**config.mk**
```make
export PLATFORM = sky130hd
export DESIGN_NAME = axi_master_arbiter
export DESIGN_NICKNAME = d
export VERILOG_FILES = /design/src/rtl/axi_master_arbiter_pkg.sv /design/src/rtl/rr_arbiter.sv /design/src/rtl/axi_master_arbiter.sv
export SDC_FILE = /design/constraint.sdc
export NUM_CORES = 1
export LEC_CHECK = 0
export BUFFER_PORTS_ARGS = -buffer_cell sky130_fd_sc_hd__buf_2
export CAP_MARGIN = 20
export CORE_AREA = 10 10 185 187
export CTS_BUF_LIST = sky130_fd_sc_hd__clkbuf_8
export DETAILED_ROUTE_END_ITERATION = 7
export DIE_AREA = 0 0 195 197
export PLACE_DENSITY = 0.56
export SYNTH_ARGS = -nofsm -noshare
export SYNTH_HDL_FRONTEND = slang
export SYNTH_SLANG_ARGS = --single-unit
```
**constraint.sdc**
```tcl
create_clock -name i_axi_clk -period 3.49 [get_ports i_axi_clk]
set_clock_uncertainty 0.2 [all_clocks]
set_input_delay 0.5235 -clock i_axi_clk [delete_from_list [all_inputs] [get_ports i_axi_clk]]
set_output_delay 0.5235 -clock i_axi_clk [all_outputs]
set_load 0.005 [all_outputs]
```
**src/rtl/axi_master_arbiter_pkg.sv**
```systemverilog
// Shared types and constants for the axi_master round-robin arbiter.
// Holds the FSM encoding, the accept-handshake timeout and a small wrap helper.
package axi_master_arbiter_pkg;

    typedef enum logic [1:0] {
        S_IDLE   = 2'd0,
        S_ISSUE  = 2'd1,
        S_ACCEPT = 2'd2,
        S_BUSY   = 2'd3
    } state_t;

    // Cycles the master may keep o_ready high after a start strobe before we give up.
    localparam int ACCEPT_TIMEOUT = 4;
    localparam int ACCEPT_CNT_W   = $clog2(ACCEPT_TIMEOUT);

    function automatic int wrap_inc(input int value, input int modulus);
        return (value + 1 >= modulus) ? 0 : value + 1;
    endfunction

endpackage

```
**src/rtl/rr_arbiter.sv**
```systemverilog
// Combinational rotating-priority arbiter: picks the first requester at or after ptr.
// Produces a one-hot grant and its index; both are zero when nothing requests.
module rr_arbiter #(
    parameter  int NUM_PORTS = 4,
    localparam int IDX_W     = $clog2(NUM_PORTS)
) (
    input  logic [NUM_PORTS-1:0] req,
    input  logic [IDX_W-1:0]     ptr,
    output logic [NUM_PORTS-1:0] grant,
    output logic [IDX_W-1:0]     index
);

    logic found;
    int   pos;

    always_comb begin
        grant = '0;
        index = '0;
        found = 1'b0;
        pos   = 0;
        for (int i = 0; i < NUM_PORTS; i++) begin
            pos = int'(ptr) + i;
            if (pos >= NUM_PORTS) pos = pos - NUM_PORTS;
            if (!found && req[pos]) begin
                found      = 1'b1;
                grant[pos] = 1'b1;
                index      = IDX_W'(pos);
            end
        end
    end

endmodule

```
**src/rtl/axi_master_arbiter.sv**
```systemverilog
// Round-robin front end that shares one axi_master user interface between NUM_PORTS
// requesters, one transaction at a time, steering write/read streams to the granted port.
module axi_master_arbiter
    import axi_master_arbiter_pkg::*;
#(
    parameter int NUM_PORTS  = 4,
    parameter int DATA_WIDTH = 32,
    parameter int ADDR_WIDTH = 32,
    parameter int STRB_WIDTH = DATA_WIDTH / 8,
    parameter int ID_WIDTH   = 4
) (
    input  logic                             i_axi_clk,
    input  logic                             i_axi_rst,
    input  logic [NUM_PORTS-1:0]             i_req_valid,
    input  logic [NUM_PORTS-1:0]             i_req_write,
    input  logic [NUM_PORTS*ADDR_WIDTH-1:0]  i_req_addr,
    input  logic [NUM_PORTS*8-1:0]           i_req_len,
    output logic [NUM_PORTS-1:0]             o_req_grant,
    output logic [NUM_PORTS-1:0]             o_req_done,
    output logic                             o_id_err,
    input  logic [NUM_PORTS*DATA_WIDTH-1:0]  i_usr_w_tdata,
    input  logic [NUM_PORTS*STRB_WIDTH-1:0]  i_usr_w_tstrb,
    input  logic [NUM_PORTS-1:0]             i_usr_w_tlast,
    input  logic [NUM_PORTS-1:0]             i_usr_w_tvalid,
    output logic [NUM_PORTS-1:0]             o_usr_w_tready,
    output logic [DATA_WIDTH-1:0]            o_usr_r_tdata,
    output logic                             o_usr_r_tlast,
    output logic [NUM_PORTS-1:0]             o_usr_r_tvalid,
    input  logic [NUM_PORTS-1:0]             i_usr_r_tready,
    input  logic                             m_ready,
    input  logic [ID_WIDTH-1:0]              m_resp_id,
    output logic                             m_start_read_stb,
    output logic                             m_start_write_stb,
    output logic [ID_WIDTH-1:0]              m_id,
    output logic [ADDR_WIDTH-1:0]            m_addr,
    output logic [7:0]                       m_data_len,
    output logic [DATA_WIDTH-1:0]            m_w_tdata,
    output logic [STRB_WIDTH-1:0]            m_w_tstrb,
    output logic                             m_w_tlast,
    output logic                             m_w_tvalid,
    input  logic                             m_w_tready,
    input  logic [DATA_WIDTH-1:0]            m_r_tdata,
    input  logic                             m_r_tlast,
    input  logic                             m_r_tvalid,
    output logic                             m_r_tready
);

    localparam int IDX_W = $clog2(NUM_PORTS);

    if (NUM_PORTS < 2 || NUM_PORTS > 8) begin : g_bad_ports
        $error("axi_master_arbiter: NUM_PORTS must be within 2..8");
    end
    if (ID_WIDTH < IDX_W) begin : g_bad_id
        $error("axi_master_arbiter: ID_WIDTH too narrow for NUM_PORTS");
    end

    state_t                  state, state_n;
    logic [IDX_W-1:0]        sel, rr_ptr, arb_idx;
    logic [NUM_PORTS-1:0]    arb_grant;
    logic                    is_write;
    logic [ACCEPT_CNT_W-1:0] accept_cnt, accept_cnt_n;
    logic                    load, finish, err_set, active;

    rr_arbiter #(.NUM_PORTS(NUM_PORTS)) u_rr (
        .req   (i_req_valid),
        .ptr   (rr_ptr),
        .grant (arb_grant),
        .index (arb_idx)
    );

    always_ff @(posedge i_axi_clk or posedge i_axi_rst) begin
        if (i_axi_rst) begin
            state      <= S_IDLE;
            accept_cnt <= '0;
        end else begin
            state      <= state_n;
            accept_cnt <= accept_cnt_n;
        end
    end

    always_comb begin
        state_n      = state;
        accept_cnt_n = accept_cnt;
        load         = 1'b0;
        finish       = 1'b0;
        err_set      = 1'b0;
        unique case (state)
            S_IDLE: begin
                if (m_ready && (|i_req_valid)) begin
                    load    = 1'b1;
                    state_n = S_ISSUE;
                end
            end
            S_ISSUE: begin
                accept_cnt_n = '0;
                state_n      = S_ACCEPT;
            end
            S_ACCEPT: begin
                if (!m_ready) begin
                    state_n = S_BUSY;
                end else if (accept_cnt == ACCEPT_CNT_W'(ACCEPT_TIMEOUT - 1)) begin
                    // Master never took the strobe: flag it and release the port.
                    err_set = 1'b1;
                    finish  = 1'b1;
                    state_n = S_IDLE;
                end else begin
                    accept_cnt_n = accept_cnt + 1'b1;
                end
            end
            S_BUSY: begin
                if (m_ready) begin
                    finish  = 1'b1;
                    err_set = (m_resp_id != ID_WIDTH'(sel));
                    state_n = S_IDLE;
                end
            end
            default: state_n = S_IDLE;
        endcase
    end

    // Strobes and grant are set on the IDLE->ISSUE edge so they are high exactly in S_ISSUE.
    always_ff @(posedge i_axi_clk or posedge i_axi_rst) begin
        if (i_axi_rst) begin
            sel               <= '0;
            rr_ptr            <= '0;
            is_write          <= 1'b0;
            o_req_grant       <= '0;
            o_req_done        <= '0;
            o_id_err          <= 1'b0;
            m_start_read_stb  <= 1'b0;
            m_start_write_stb <= 1'b0;
            m_id              <= '0;
            m_addr            <= '0;
            m_data_len        <= '0;
        end else begin
            o_req_grant       <= load ? arb_grant : '0;
            m_start_read_stb  <= load & ~i_req_write[arb_idx];
            m_start_write_stb <= load &  i_req_write[arb_idx];
            o_req_done        <= finish ? (NUM_PORTS'(1) << sel) : '0;
            if (load) begin
                sel        <= arb_idx;
                is_write   <= i_req_write[arb_idx];
                m_id       <= ID_WIDTH'(arb_idx);
                m_addr     <= i_req_addr[int'(arb_idx)*ADDR_WIDTH +: ADDR_WIDTH];
                m_data_len <= i_req_len[int'(arb_idx)*8 +: 8];
            end
            // Advancing on timeout too keeps a dead master from pinning priority on one port.
            if (finish) rr_ptr <= IDX_W'(wrap_inc(int'(sel), NUM_PORTS));
            if (err_set) o_id_err <= 1'b1;
        end
    end

    assign active        = (state != S_IDLE);
    assign o_usr_r_tdata = m_r_tdata;
    assign o_usr_r_tlast = m_r_tlast;

    always_comb begin
        m_w_tdata      = '0;
        m_w_tstrb      = '0;
        m_w_tlast      = 1'b0;
        m_w_tvalid     = 1'b0;
        o_usr_w_tready = '0;
        o_usr_r_tvalid = '0;
        m_r_tready     = 1'b0;
        if (active && is_write) begin
            m_w_tdata           = i_usr_w_tdata[int'(sel)*DATA_WIDTH +: DATA_WIDTH];
            m_w_tstrb           = i_usr_w_tstrb[int'(sel)*STRB_WIDTH +: STRB_WIDTH];
            m_w_tlast           = i_usr_w_tlast[sel];
            m_w_tvalid          = i_usr_w_tvalid[sel];
            o_usr_w_tready[sel] = m_w_tready;
        end
        if (active && !is_write) begin
            o_usr_r_tvalid[sel] = m_r_tvalid;
            m_r_tready          = i_usr_r_tready[sel];
        end
    end

endmodule
```
* Word level (Yosys, flattened, before mapping)
Cells that the tools add are included.
** Operators by class
- $add $sub $neg :: 9
- $lt $le $gt $ge :: 16
- Eq/ne operators :: 10
- Shift operators :: 5
- Muxes and demuxes :: 71
- Bitwise operators :: 8
- Reduce and logical (&&, ||, !) cells :: 21
** Operators by type and width (count)
- $shiftx 128x8->32 :: 2
- $mux 32 :: 5
- $ge 32x1->1 const B :: 4
- $lt 32x4->1 const B :: 4
- $ge 32x4->1 const B :: 3
- $sub 32x4->32 const B :: 3
- $mux 4 :: 9
- $shiftx 32x6->8 :: 1
- $mux 1 :: 29
- $mux 2 :: 11
- $bmux 1 s2 :: 8
- $shiftx 16x5->4 :: 1
- $or 4x4->4 :: 3
- $logic_and 1x1->1 :: 11
- $demux 1 s2 :: 5
- $and 4x4->4 :: 2
- $ne 2x2->1 const B :: 4
- $pmux 2 s4 :: 1
- $add 2x1->3 const B :: 2
- $add 2x2->3 const B :: 2
- $eq 2x2->1 const B :: 3
- $lt 2x3->1 const B :: 2
- $reduce_and 3->1 :: 2
- $logic_not 1->1 :: 4
- 16 further kinds :: 19
** Word-level totals
- Bits in registers :: 60
- Bits of input ports :: 366
- Output and inout port bits :: 135

* Logic depth before layout (Yosys ltp)
Gate-level depths: netlist of the first run.
- Word-level depth :: 19
- Gate-level depth with buffers :: 13
- Depth with buffers taken out :: 8

* Modules after synthesis
Synthesis of the first run repeated with hierarchy kept, for this count alone.
** Unflattened totals
- Cell total of the unflattened synthesis :: 391
- Area total of the unflattened synthesis :: 5525.3 um^2
** Modules (own cells, without submodules)
- axi_master_arbiter :: times used 1, cells an instance 342, area each 5068.6 um^2, seq. area each 1501.4 um^2
- rr_arbiter :: times used 1, cells an instance 49, area each 456.7 um^2, seq. area each 0.0 um^2

* Worst setup path after synthesis of the first run
OpenSTA, ideal clock, no wires.
- Path kind :: register -> register
- Start point :: register rr_ptr[0]
- End point :: register m_data_len[3]
- Arrival time :: 2758 ps
- Setup slack :: 389 ps
- Cell stages (with the launch flop) :: 13
- Buffers on the path :: 4
- Clock period less this slack :: 3101 ps
- Cells stage by stage :: dfrtp_1 > buf_2 > inv_1 > ha_1 > buf_2 > mux4_2 > o21bai_2 > nand2_1 > and2_4 > buf_8 > buf_6 > mux2i_1 > o221ai_1
** Between the ends
- Longest elaborated chain between the ends :: 16
- Elaborated cells between the ends (all ways) :: 41
- Those cells by class :: add/sub: 7; order compare: 4; shift: 1; mux: 23; reduce/logical: 6
** RTL lines
- from (decl) :: line axi_master_arbiter.sv:58 : logic [IDX_W-1:0] sel, rr_ptr, arb_idx;
- from (signal assigned) :: line axi_master_arbiter.sv:148 : if (finish) rr_ptr <= IDX_W'(wrap_inc(int'(sel), NUM_PORTS));
- branches (longest 14 deep; another with $sub 32x4->32)
- $mux 2 * :: line rr_arbiter.sv:24 : if (!found && req[pos]) begin
- $shiftx 32x6->8 * :: line axi_master_arbiter.sv:145 : m_data_len <= i_req_len[int'(arb_idx)*8 +: 8];
- to (signal assigned) :: line axi_master_arbiter.sv:145
- to (decl) :: line axi_master_arbiter.sv:36 : output logic [7:0] m_data_len,
Every way passes the cells marked *. The select of a mux whose other input is x is not followed.
A chain may end at the register's enable or synchronous reset.

* Final worst setup path of the first run
- Start point :: register rr_ptr[1]
- End point :: register m_addr[9]
** Between the ends
- Longest elaborated chain between the ends :: 16
- Elaborated cells between the ends (all ways) :: 41
- Those cells by class :: add/sub: 7; order compare: 4; shift: 1; mux: 23; reduce/logical: 6
** RTL lines
- branches (longest 14 deep; another with $sub 32x4->32)
- $mux 2 * :: line rr_arbiter.sv:24
- $shiftx 128x8->32 * :: line axi_master_arbiter.sv:144 : m_addr <= i_req_addr[int'(arb_idx)*ADDR_WIDTH +: ADDR_WIDTH];
- to (signal assigned) :: line axi_master_arbiter.sv:144
- to (decl) :: line axi_master_arbiter.sv:35 : output logic [ADDR_WIDTH-1:0] m_addr,
Marked as above.

==> summary.md, run 1 <==
| Metric | Value |
|---|---|
| Final min period | 3080 ps |
| Register area share after synthesis | 0.253 |
| Fraction of layout cells with a size suffix above 1 | 0.520 |
| Clock tree buffer depth | 2 |
| Crit path cell chain | inv_1 -> ha_1 -> mux4_2 -> o21bai_2 -> nand2_1 -> and2_4 -> buf_12 -> mux2i_1 -> o221ai_1 |
| Nets | 1392 |
| Mean Syn Cell Area | a little over 9 um2 |
| Commonest non-fill, non-tap cell in the layout | buf_2 |
| Routed WL per cell | 22.7 um |
| Num CTS Buffers | 9 |
| GRT overflow | 0 |
| IO Pins | 501 |
| H-tree levels | 3 |
| Final hold vios | 0 |
| Slew Limit Fails | 0 |
| Maximum clock rate | 324 MHz |
| TritonCTS clock tree | built |
| PD cells | 754 nW/um2 |
| Setup Crit Path Kind | flip-flop to flip-flop |
| Routed Antenna Nets | 0 |
| Net Switching | 3.13 mW |
| EDFF count, synth | 0 |
| Setup crit start | rr_ptr[1] |
| Top delay family on crit path | multiplexers |
| Yosys top cell area share | 0.253 |
| Row count | 64 |
| Synth unique cells | 49 |
| Leak | 4.13 nW |
| First-pass GRT wire length | 46.9 mm |
| #FFs+latches synth | 60 |
| Crit path DAT | 3120 ps |
| Core Region | a little over 30000 um2 |
| Post-synth ARST share | 1.00 |
| Critical path buffers and inverters | 2 |
| Area leader, netlist | dfrtp_1 |
| Comb power frac | 0.690 |
| RSZ-0062 raised after global routing | no |
| Setup bufs post-CTS | 0 |
| Synth top area cells | dfrtp_1, mux4_2, o221ai_1 |
| Worst hold path type | input port to asynchronous set/reset pin |
| DR pass1 iterations | 5 |
| Hold buffer count at CTS | 0 |
| Met2 wire length | 16.4 mm |
| Status | completed |
| CP peak stage delay | ~470 ps |
| Post-Synthesis Cells | 650 |
| Worst setup EP type | flip-flop |
| Multi-input logic area | about 3800 um2 |
| R2r startpoint | rr_ptr[1] |
| Initial antenna violation count | 4 |
| Compound-cell area share of the yosys netlist | 0.209 |
| Number of remaining DRC errors | 0 |
| Setup tns final | 0 ps |
| Clock Sink Count | 60 |
| # port buffers | 432 |
| Placer Congestion | 0.833 |
| Commonest cells after routing, fill and taps aside | buf_2, nand2_1, dfrtp_1 |
| Int Pwr | 3.23 mW |
| Worst EP required | ~3500 ps |
| Placed cell count | 1402 |
| Starting Density | 0.195 |
| Max VDD drop | 0.257 mV |
| Layout Cells excl Fill | around 1400 |
| Post-Syn Area | 5940 um2 |
| YS warnings | 0 |
| Synth Area in Adders | 0.0189 |
| Slowest stage cell on the critical path | dfrtp_1 |
| Die H | approximately 200 um |
| Post-CTS Resized | 0 |
| Instance count on the critical path | 9 |
| Hpwl dp | 26.4 mm |
| Largest net degree at the start of global routing | 43 |
| Syn-to-layout area delta | 42.1% |
| Via Count | 6967 |
| Die Wd | 195 um |
| Worst skew pair latency | 360 ps |
| Filler cells | 3334 |
| Max cap viols | 0 |
| Critical Path Source Type | flip-flop |
| Root buffer cell | clkbuf_8 |
| Period utilization | 0.883 |
| Total Wirelength | 32.3 mm |
| Flop pwr share | 0.204 |
| Worst-path fanout max | 23 |
| Vias in the first global route | 7209 |
| Iteration-0 DRC Markers | 344 |
| Tightest Pin Transition | a little over 1000 ps |
| Largest family of logic cells by synthesized area | multiplexers |
| Simple-gate portion of the synthesized area | 0.201 |
| Switch share | 0.492 |
| Post-synthesis mux area share | 0.211 |
| Top sig layer | met5 |
| Clock-pin slew on the worst setup and hold paths | 100 ps |
| Xor-xnor portion of the synthesized cell area | 0.00295 |
| Clock power share | 0.106 |
| Final setup violation count | 0 |
| Seq. cell area | 1510 um2 |
| Avg Vias per Cell | 4.90 |
| DR WL met3 | 3.20 mm |
| Post-synth top flop | dfrtp_1 |
| Die area | 38400 um2 |
| Global Route Usage Sum | 0.157 |
| FF-to-FF path depth | 9 |
| Max transition margin | 0.328 |
| Met1 Routed Length | around 12 mm |
-- layer usage --
metal  track usage  vias up
li1              -     3182
met1         0.176     3360
met2         0.278      391
met3        0.0533       30
met4        0.0421        4
met5             0        -
-- area by class of cell --
type                            count  area share
Tap cell                          396      0.0586
Timing Repair Buffer              456       0.282
Inverter                            8     0.00355
Antenna cell                        3    0.000889
Clock buffer                        9      0.0147
Sequential cell                    60       0.178
Multi-Input combinational cell    482       0.454
Clock inverter                      7     0.00800
-- cells in the mapped netlist, drive strengths merged (5+ instances only) --
cell type,n
nor2,32
clkbuf,40
mux2i,26
dfrtp,60
a21oi,8
o221ai,44
a22oi,19
inv,8
a221o,5
o211ai,5
nand3,26
and2,9
mux4,43
a31oi,38
nor2b,41
nor3,23
and4,18
ha,9
a21o,22
nand2,70
buf,61
o21ai,17
-- cell families after synthesis --
group / count (synthesis)
simple gates: 232
compound gates: 166
buf+inv: 109
mux: 71
flops: 60
fa+ha+maj: 9
xor+xnor: 2
other cells: 1
-- per-stage QoR --
stage / power (mW) / hold slack (ps) / instance area, um2 / util / setup WS, ps
5_1_grt: 6.91 / 176 / 8440 / 0.277 / 202
3_3_place_gp: 5.74 / 263 / 8250 / 0.271 / 513
3_5_place_dp: 5.80 / 268 / 8250 / 0.271 / 388
4_1_cts: 6.53 / 153 / 8440 / 0.277 / 293
6_report: 6.37 / 158 / 8450 / 0.278 / 407
2_1_floorplan: 4.15 / 251 / 5950 / - / 389
-- state kept, by name (all words and copies together), names as in the netlist --
signal and flops:
accept_cnt 2, is_write 1, m_addr 32, m_data_len 8
m_id 2, m_start_read_stb 1, m_start_write_stb 1, o_id_err 1
o_req_done 4, o_req_grant 4, rr_ptr 2, state 2
-- power groups by stage --
stage	clock network, mW	registers, mW	logic [mW]
after CTS	0.717	1.31	4.50
after floorplan	0	1.16	2.99
after detailed placement	0	1.31	4.48
final	0.674	1.30	4.40
after global routing	0.730	1.36	4.82
after global placement	0	1.31	4.43
-- path summary, 6_finish.rpt --
| check | end | slack, ps |
|---|---|---|
| max | m_addr[9] | 410 |
| min | m_addr[9] | 160 |
| max reg2reg | m_addr[9] | 410 |
| min reg2reg | o_id_err | 280 |
| max in group asynchronous | m_addr[29] | 2230 |
| min in group i_axi_clk | m_addr[8] | 180 |
Power figures use the tool's default switching activity.
==> run 2: changes to the inputs <==
--- a/config.mk
+++ b/config.mk
@@ -5,12 +5,13 @@
 export SDC_FILE = /design/constraint.sdc
 export NUM_CORES = 1
 export LEC_CHECK = 0
+export ABC_AREA = 1
 export BUFFER_PORTS_ARGS = -buffer_cell sky130_fd_sc_hd__buf_2
 export CAP_MARGIN = 20
-export CORE_AREA = 10 10 185 187
-export CTS_BUF_LIST = sky130_fd_sc_hd__clkbuf_8
+export CORE_AREA = 10 10 186 188
+export CTS_BUF_LIST = sky130_fd_sc_hd__clkbuf_8 sky130_fd_sc_hd__clkbuf_16
 export DETAILED_ROUTE_END_ITERATION = 7
-export DIE_AREA = 0 0 195 197
+export DIE_AREA = 0 0 196 198
 export PLACE_DENSITY = 0.56
 export SYNTH_ARGS = -nofsm -noshare
 export SYNTH_HDL_FRONTEND = slang
==> constraint.sdc (replaced) <==
create_clock -name i_axi_clk -period 3.49 [get_ports i_axi_clk]
set_clock_uncertainty 0.2 [all_clocks]
set_input_delay 0.5235 -clock i_axi_clk [delete_from_list [all_inputs] [get_ports i_axi_clk]]
set_output_delay 0.5235 -clock i_axi_clk [all_outputs]
set_load 0.01 [all_outputs]
==> run 2 against run 1 <==
Compared with the run above:
- critical path depth is 3 higher
- wire length is 3.0% lower
- utilization is 0.30 points lower
- die area is 1.0% higher
- cell count is 29% higher
- worst hold slack worse by 53 ps
- clock-buffer cell count is 1 higher
- combinational power is 30% higher
- via count is 15% higher
- setup slack worse by 42 ps
- maximum frequency is 1.3% lower
- register-to-register slack worse by 40 ps
- critical path type unchanged
- largest cell class unchanged
==> summary.md, run 2 <==
| Metric | Value |
|---|---|
| Initial antenna violation count | 0 (-4) |
| Clock Sink Count | 60 (unchanged) |
| Max cap viols | 0 (unchanged) |
| Num CTS Buffers | 9 (unchanged) |
| YS warnings | 0 (unchanged) |
| H-tree levels | 3 (unchanged) |
| Power Total | 7.70 mW (+21%) |
| Largest register FFs | 32 (unchanged) |
| Setup tns final | 0 ps (unchanged) |
| Slew Limit Fails | 0 (unchanged) |
| Tightest Pin Transition | 977 ps (-31.2 ps) |
| Final hold vios | 0 (unchanged) |
| PD cells | 903 nW/um2 (+20%) |
| Register area share after synthesis | 0.251 (-0.00195) |
| Hpwl dp | 25.8 mm (-2.1%) |
| Routed Antenna Nets | 0 (unchanged) |
| Post-synth ARST share | 1.00 (unchanged) |
| Worst-path fanout max | 22 (-4.3%) |
| Nets | 1808 (+30%) |
| Cell with the most instances after synthesis | nand2_1 |
| Post-synth top flop | dfrtp_1 |
| WHS | 105 ps (-52.8 ps) |
| Mean Syn Cell Area | 5.61 um2 (-39%) |
| Crit path cell chain | inv_2 -> ha_1 -> inv_1 -> nand3_1 -> nand2_2 -> nand3_2 -> nor2_1 -> nor2_2 -> buf_4 -> nor2_2 -> nand2_1 -> nand3_1 |
| Avg Vias per Cell | 4.36 (-11%) |
| #FFs+latches synth | 60 (unchanged) |
| Maximum clock rate | 320 MHz (-1.3%) |
| Yosys top cell area share | 0.251 (-0.00195) |
| Placer Congestion | 0.829 (-0.52%) |
| Post-Syn Area | 5990 um2 (+0.78%) |
| # port buffers | 432 (unchanged) |
| Worst skew pair latency | 330 ps (-30 ps) |
| Worst hold path type | input port to asynchronous set/reset pin |
| Vias in the first global route | 8098 (+12%) |
| Period utilization | 0.895 (+0.0120) |
| Iteration-0 DRC Markers | 347 (+0.87%) |
| Area leader, netlist | dfrtp_1 |
| Row count | 65 (+1.6%) |
| ANT cells | 0 (-3) |
| DR pass1 iterations | 5 (unchanged) |
| CP peak stage delay | 750 ps (+280 ps) |
| Routed WL per cell | 17.0 um (-25%) |
| Core Region | 31100 um2 (+2.1%) |
| Starting Density | 0.193 (-0.00252) |
| Die area | 38800 um2 (+1.0%) |
| Die Wd | 196 um (+0.51%) |
| Post-Synthesis Cells | 1068 (+64%) |
| Worst setup EP type | flip-flop |
| Commonest non-fill, non-tap cell in the layout | buf_2 |
| Max transition margin | 0.348 (+0.0201) |
| Global Route Usage Sum | 0.152 (-0.00426) |
| Clock-pin slew on the worst setup and hold paths | 60 ps (-40 ps) |
| Final min period | 3120 ps (+41.8 ps) |
| Setup bufs post-CTS | 0 (unchanged) |
| Commonest cells after routing, fill and taps aside | buf_2, nand2_1, nor2_1 |
| Top reg by flops | m_addr |
| Final Util | 0.275 (-0.00304) |
| Slowest stage cell on the critical path | nor2_2 |
| TritonCTS clock tree | built |
| Via Count | 8023 (+15%) |
| Register-to-Register Setup Slack | 370 ps (-40 ps) |
| IO Pins | 501 (unchanged) |
| Worst EP required | 3550 ps (+20 ps) |
| Leak | 5.15 nW (+24%) |
| Die H | 198 um (+0.51%) |
| Total Wirelength | 31.3 mm (-3.0%) |
| Largest registers | m_addr (32), m_data_len (8) |
| Number of remaining DRC errors | 0 (unchanged) |
| RSZ-0062 raised after global routing | no |
| Fraction of layout cells with a size suffix above 1 | 0.343 (-0.177) |
| Clock tree buffer depth | 2 (unchanged) |
| EDFF count, synth | 0 (unchanged) |
| GRT overflow | 0 (unchanged) |
| Syn-to-layout area delta | 42.4% |
| Synth unique cells | 32 (-35%) |
| Setup Crit Path Kind | flip-flop to flip-flop |
| Root buffer cell | clkbuf_16 |
| Hold buffer count at CTS | 0 (unchanged) |
| Status | completed |
| Max VDD drop | 0.598 mV (+130%) |
| Critical Path Source Type | flip-flop |
| Post-CTS Resized | 0 (unchanged) |
| Largest net degree at the start of global routing | 82 (+91%) |
| Crit path DAT | 3190 ps (+70 ps) |
| R2r startpoint | rr_ptr[0] |
| FF-to-FF path depth | 12 (+3) |
| Synth top area cells | dfrtp_1, nand2_1, nor2_1 |
| Final setup violation count | 0 (unchanged) |
| First-pass GRT wire length | 46.9 mm (about the same) |
| Post-synth top cells | nand2_1, nor2_1, inv_1 |
| R2r endpoint | m_data_len[3] |
## run 2: cell types whose count changed after synthesis, moves of 43 or more
cell | previous run | this run
nor2_1 | 31 | 172
nand2_1 | 69 | 341
inv_1 | 8 | 107
nand3_1 | 26 | 106
o21ai_0 | 8 | 87
mux4_2 | 43 | 0
## run 2: how the worst max path moves through the flow
stage / slack (ps) / end / cells past startpoint / start
after floorplan: 1040 / o_usr_r_tvalid[0] / 7 / m_id[0]
after global placement: 420 / m_addr[30] / 13 / rr_ptr[0]
after detailed placement: 350 / m_data_len[3] / 12 / rr_ptr[0]
after CTS: 350 / m_data_len[3] / 12 / rr_ptr[0]
after global routing: 20 / m_addr[19] / 12 / rr_ptr[0]
final: 370 / m_data_len[3] / 12 / rr_ptr[0]
## run 2: routing by layer
| metal | up-vias | share of wire | global-route usage |
|---|---|---|---|
| met5 | - | 0 | 0 |
| met4 | 0 | 0.031 | 0.0571 |
| met3 | 34 | 0.077 | 0.0413 |
| met2 | 356 | 0.49 | 0.267 |
| met1 | 3623 | 0.40 | 0.173 |
| li1 | 4010 | - | - |
## run 2: power breakdown
part	internal (mW)	total (mW)	switching, mW
sequential	0.971	1.15	0.178
clock	0.492	0.824	0.332
combinational	1.88	5.73	3.85
total	3.35	7.70	4.36
## run 2: cell families after synthesis
family          Yosys count  synth area share
other cells               1          0.000626
flops                    60             0.251
compound gates          141             0.124
buf+inv                 214             0.167
fa+ha+maj                 9            0.0188
simple gates            643             0.439
## run 2: metrics by stage
step                      instance area, um2  instances  worst slack (ps)
after floorplan                         5990       1069              1040
after global placement                  8260       1824               419
after detailed placement                8260       1824               354
after CTS                               8530       1840               351
after global routing                    8530       1840              21.4
final                                   8530       1840               365
## run 2: cell type report
class / count / area [um2]
Tap cell: 402 / 503
Multi-Input combinational cell: 795 / 3510
Clock buffer: 10 / 239
Sequential cell: 60 / 1500
Inverter: 114 / 428
Clock inverter: 6 / 32.5
Timing Repair Buffer: 453 / 2320
Fill cell: 3580 / 22500
## run 2: worst max-delay path, delay by kind of cell, from the launching register on
kind                       cells  cell delay (ps)
adders and majority gates      1              360
buffers and inverters          3              420
DFF                            1              490
and+or+nand+nor                8             1570
==> run 3: changes to the inputs <==
--- a/config.mk
+++ b/config.mk
@@ -12,7 +12,8 @@
 export CTS_BUF_LIST = sky130_fd_sc_hd__clkbuf_8 sky130_fd_sc_hd__clkbuf_16
 export DETAILED_ROUTE_END_ITERATION = 7
 export DIE_AREA = 0 0 196 198
-export PLACE_DENSITY = 0.56
+export PLACE_DENSITY = 0.59
 export SYNTH_ARGS = -nofsm -noshare
 export SYNTH_HDL_FRONTEND = slang
+export SYNTH_HIERARCHICAL = 1
 export SYNTH_SLANG_ARGS = --single-unit
==> run 3 against run 2 <==
Compared with the run above:
- via count increased by 7.2%
- sequential cell count unchanged
- largest cell class unchanged
- design area increased by 8.5%
- non-clock buffer count decreased by 6
- critical endpoint is now m_w_tdata[8]
- combinational power increased by 8.7%
- setup slack improved by 220 ps
- critical path depth decreased by 7
- sequential share of layout area decreased by 1.4 points
==> summary.md, run 3 <==
| Metric | Value |
|---|---|
| Compound-cell area share of the yosys netlist | 0.0727 (-0.0513) |
| Top sig layer | met4 |
| Leak | 6.02 nW (+17%) |
| PD cells | 926 nW/um2 (+2.6%) |
| Vias in the first global route | 8758 (+8.2%) |
| Routed WL per cell | 16.0 um (-6.1%) |
| Clock tree buffer depth | 2 (unchanged) |
| Final setup violation count | 0 (unchanged) |
| Met2 wire length | 15.0 mm (-2.0%) |
| Setup tns final | 0 ps (unchanged) |
| Commonest non-fill, non-tap cell in the layout | nand2_1 |
| DR WL met3 | 3.26 mm (+35%) |
| Maximum clock rate | 344 MHz (+7.5%) |
| Power Total | 8.58 mW (+11%) |
| ANT cells | 0 (unchanged) |
| Worst hold path type | input port to asynchronous set/reset pin |
| Critical path buffers and inverters | 2 (-1) |
| Syn-to-layout area delta | 39.1% |
| Final hold vios | 0 (unchanged) |
| H-tree levels | 3 (unchanged) |
| Worst setup EP type | output pin |
| First-pass GRT wire length | 48.7 mm (+3.7%) |
| Number of remaining DRC errors | 0 (unchanged) |
| Simple-gate portion of the synthesized area | 0.468 (+0.0293) |
| EDFF count, synth | 0 (unchanged) |
| Xor-xnor portion of the synthesized cell area | 0 (unchanged) |
| Slew Limit Fails | 0 (unchanged) |
| Largest registers | m_addr (32), m_data_len (8) |
| Die Wd | 196 um (unchanged) |
| Largest family of logic cells by synthesized area | simple AND/OR/NAND/NOR gates |
| Largest net degree at the start of global routing | 84 (+2.4%) |
| Fraction of layout cells with a size suffix above 1 | 0.306 (-0.0371) |
| # port buffers | 432 (unchanged) |
| Iteration-0 DRC Markers | 415 (+20%) |
| Mean Syn Cell Area | 5.41 um2 (-3.6%) |
| DR pass1 iterations | 5 (unchanged) |
| Root buffer cell | clkbuf_16 |
| Post-Synthesis Cells | 1231 (+15%) |
| RSZ-0062 raised after global routing | no |
| Setup Crit Path Kind | flip-flop to output pin |
| Max VDD drop | 0.758 mV (+27%) |
| Post-synth top cells | nand2_1, inv_1, nand3_1 |
| Worst skew pair latency | 340 ps (about the same) |
| Core Region | 31100 um2 (unchanged) |
| Critical Path Source Type | flip-flop |
| Top delay family on crit path | simple AND/OR/NAND/NOR gates |
| IO Pins | 501 (unchanged) |
| Clock Sink Count | 60 (unchanged) |
| Avg Vias per Cell | 4.31 (-1.1%) |
| Tightest Pin Transition | 874 ps (-103 ps) |
| Placer Congestion | 0.848 (+2.2%) |
| Row count | 65 (unchanged) |
| Max transition margin | 0.415 (+0.0675) |
| Post-Place Setup Slack | 669 ps (+315 ps) |
| Largest register FFs | 32 (unchanged) |
| Final Util | 0.298 (+0.0234) |
| Status | completed |
| WHS | 60.1 ps (-45.1 ps) |
| Post-CTS Resized | 0 (unchanged) |
| Crit path DAT | 2180 ps (-1010 ps) |
| Final min period | 2910 ps (-218 ps) |
| Initial antenna violation count | 2 (+2) |
| Setup WS post-layout | 583 ps (+218 ps) |
| Post-synth ARST share | 1.00 (unchanged) |
| Total Wirelength | 31.9 mm (+1.8%) |
| Register area share after synthesis | 0.226 (-0.0251) |
| Nets | 1968 (+8.8%) |
| Hpwl dp | 25.6 mm (-1.0%) |
| Worst-path fanout max | 42 (+91%) |
| Top reg by flops | m_addr |
| Area leader, netlist | nand2_1 |
| Clock-pin slew on the worst setup and hold paths | 50 ps (about the same) |
| Max cap viols | 0 (unchanged) |
| Post-synthesis mux area share | 0 (unchanged) |
| GRT overflow | 0 (unchanged) |
| Crit path cell chain | nor2_4 -> inv_2 -> nand2_2 -> a21oi_1 -> buf_2 |
| Die H | 198 um (unchanged) |
| CP peak stage delay | 490 ps (-260 ps) |
| Setup bufs post-CTS | 0 (unchanged) |
| Num CTS Buffers | 9 (unchanged) |
| Post-Syn Area | 6660 um2 (+11%) |
| #FFs+latches synth | 60 (unchanged) |
| Hold buffer count at CTS | 0 (unchanged) |
| Via Count | 8603 (+7.2%) |
| Synth unique cells | 31 (-3.1%) |
| Slowest stage cell on the critical path | a21oi_1 |
| Post-synth top flop | dfrtp_1 |
| Filler cells | 3514 (-1.8%) |
| Routed Antenna Nets | 0 (unchanged) |
| YS warnings | 6 (+6) |
| Synth Area in Adders | 0.0244 (+0.00564) |
| Cell with the most instances after synthesis | nand2_1 |
| Starting Density | 0.214 (+0.0215) |
| Global Route Usage Sum | 0.157 (+0.00413) |
| Yosys top cell area share | 0.297 (+0.0465) |
| Period utilization | 0.833 (-0.0624) |
| Synth top area cells | nand2_1, dfrtp_1, inv_1 |
| TritonCTS clock tree | built |
| Commonest cells after routing, fill and taps aside | nand2_1, buf_2, inv_1 |
| Met1 Routed Length | 12.7 mm (+1.1%) |
| Worst EP required | 2770 ps (-780 ps) |
| Die area | 38800 um2 (unchanged) |
==> run 3: worst reg2reg max path, stage by stage, from the launching register on <==
cell	delay [ps]
dfrtp_1	350
bufinv_8	210
ha_1	330
inv_1	130
nand3_1	120
nand2_2	140
o21ai_1	70
nor2_1	170
nor2_4	70
inv_2	90
buf_12	260
nand2_1	300
nand3_1	110
nand2_1	60
nand2_1	60
nand2_1	60
==> run 3: area by class of cell <==
type | instances | area, um2 | area share
Clock buffer | 11 | 253 | 0.0273
Clock inverter | 4 | 120 | 0.0130
Inverter | 199 | 766 | 0.0827
Multi-Input combinational cell | 872 | 3790 | 0.409
Sequential cell | 60 | 1500 | 0.162
Tap cell | 402 | 503 | 0.0543
Timing Repair Buffer | 447 | 2320 | 0.251
==> run 3: logic make-up (layout without fill, tap and decap cells) <==
family                   count (synthesis)  after routing
AND/OR/NAND/NOR                        763            763
buffers and inverters                  300            661
AO/OA/AOI/OAI                           94             94
flip-flops                              60             60
adder cells (fa/ha/maj)                 13             13
other                                    1              2
==> run 3: power breakdown <==
group          total [mW]  internal, mW  switching, mW
logic                6.23          2.06           4.17
registers            1.21         0.996          0.212
clock network        1.14         0.805          0.334
total                8.58          3.86           4.72
==> run 3: per-layer routing <==
layer | vias up | GRT usage
met4 | 0 | 0.0566
met3 | 38 | 0.0556
met2 | 439 | 0.265
met5 | - | 0
met1 | 3789 | 0.178
li1 | 4337 | -
==> run 3: final timing paths <==
path | startpoint | end | slack (ps) | depth (start not counted)
min in group i_axi_clk | m_addr[25] | m_addr[25] | 270 | 2
hold reg to reg | m_addr[25] | m_addr[25] | 270 | 2
hold / removal | i_axi_rst | m_addr[6] | 60 | 3
setup reg to reg | rr_ptr[1] | m_addr[0] | 670 | 15
setup / recovery | state[0] | m_w_tdata[8] | 580 | 5
max in group asynchronous | i_axi_rst | m_id[0] | 2720 | 3
==> run 3: metrics by stage <==
| step | std cells | cell area [um2] |
|---|---|---|
| finish | 1995 | 9260 |
| global route | 1995 | 9260 |
| CTS | 1995 | 9260 |
| detailed placement | 1980 | 8890 |
| global placement | 1980 | 8890 |
| floorplan | 1232 | 6660 |
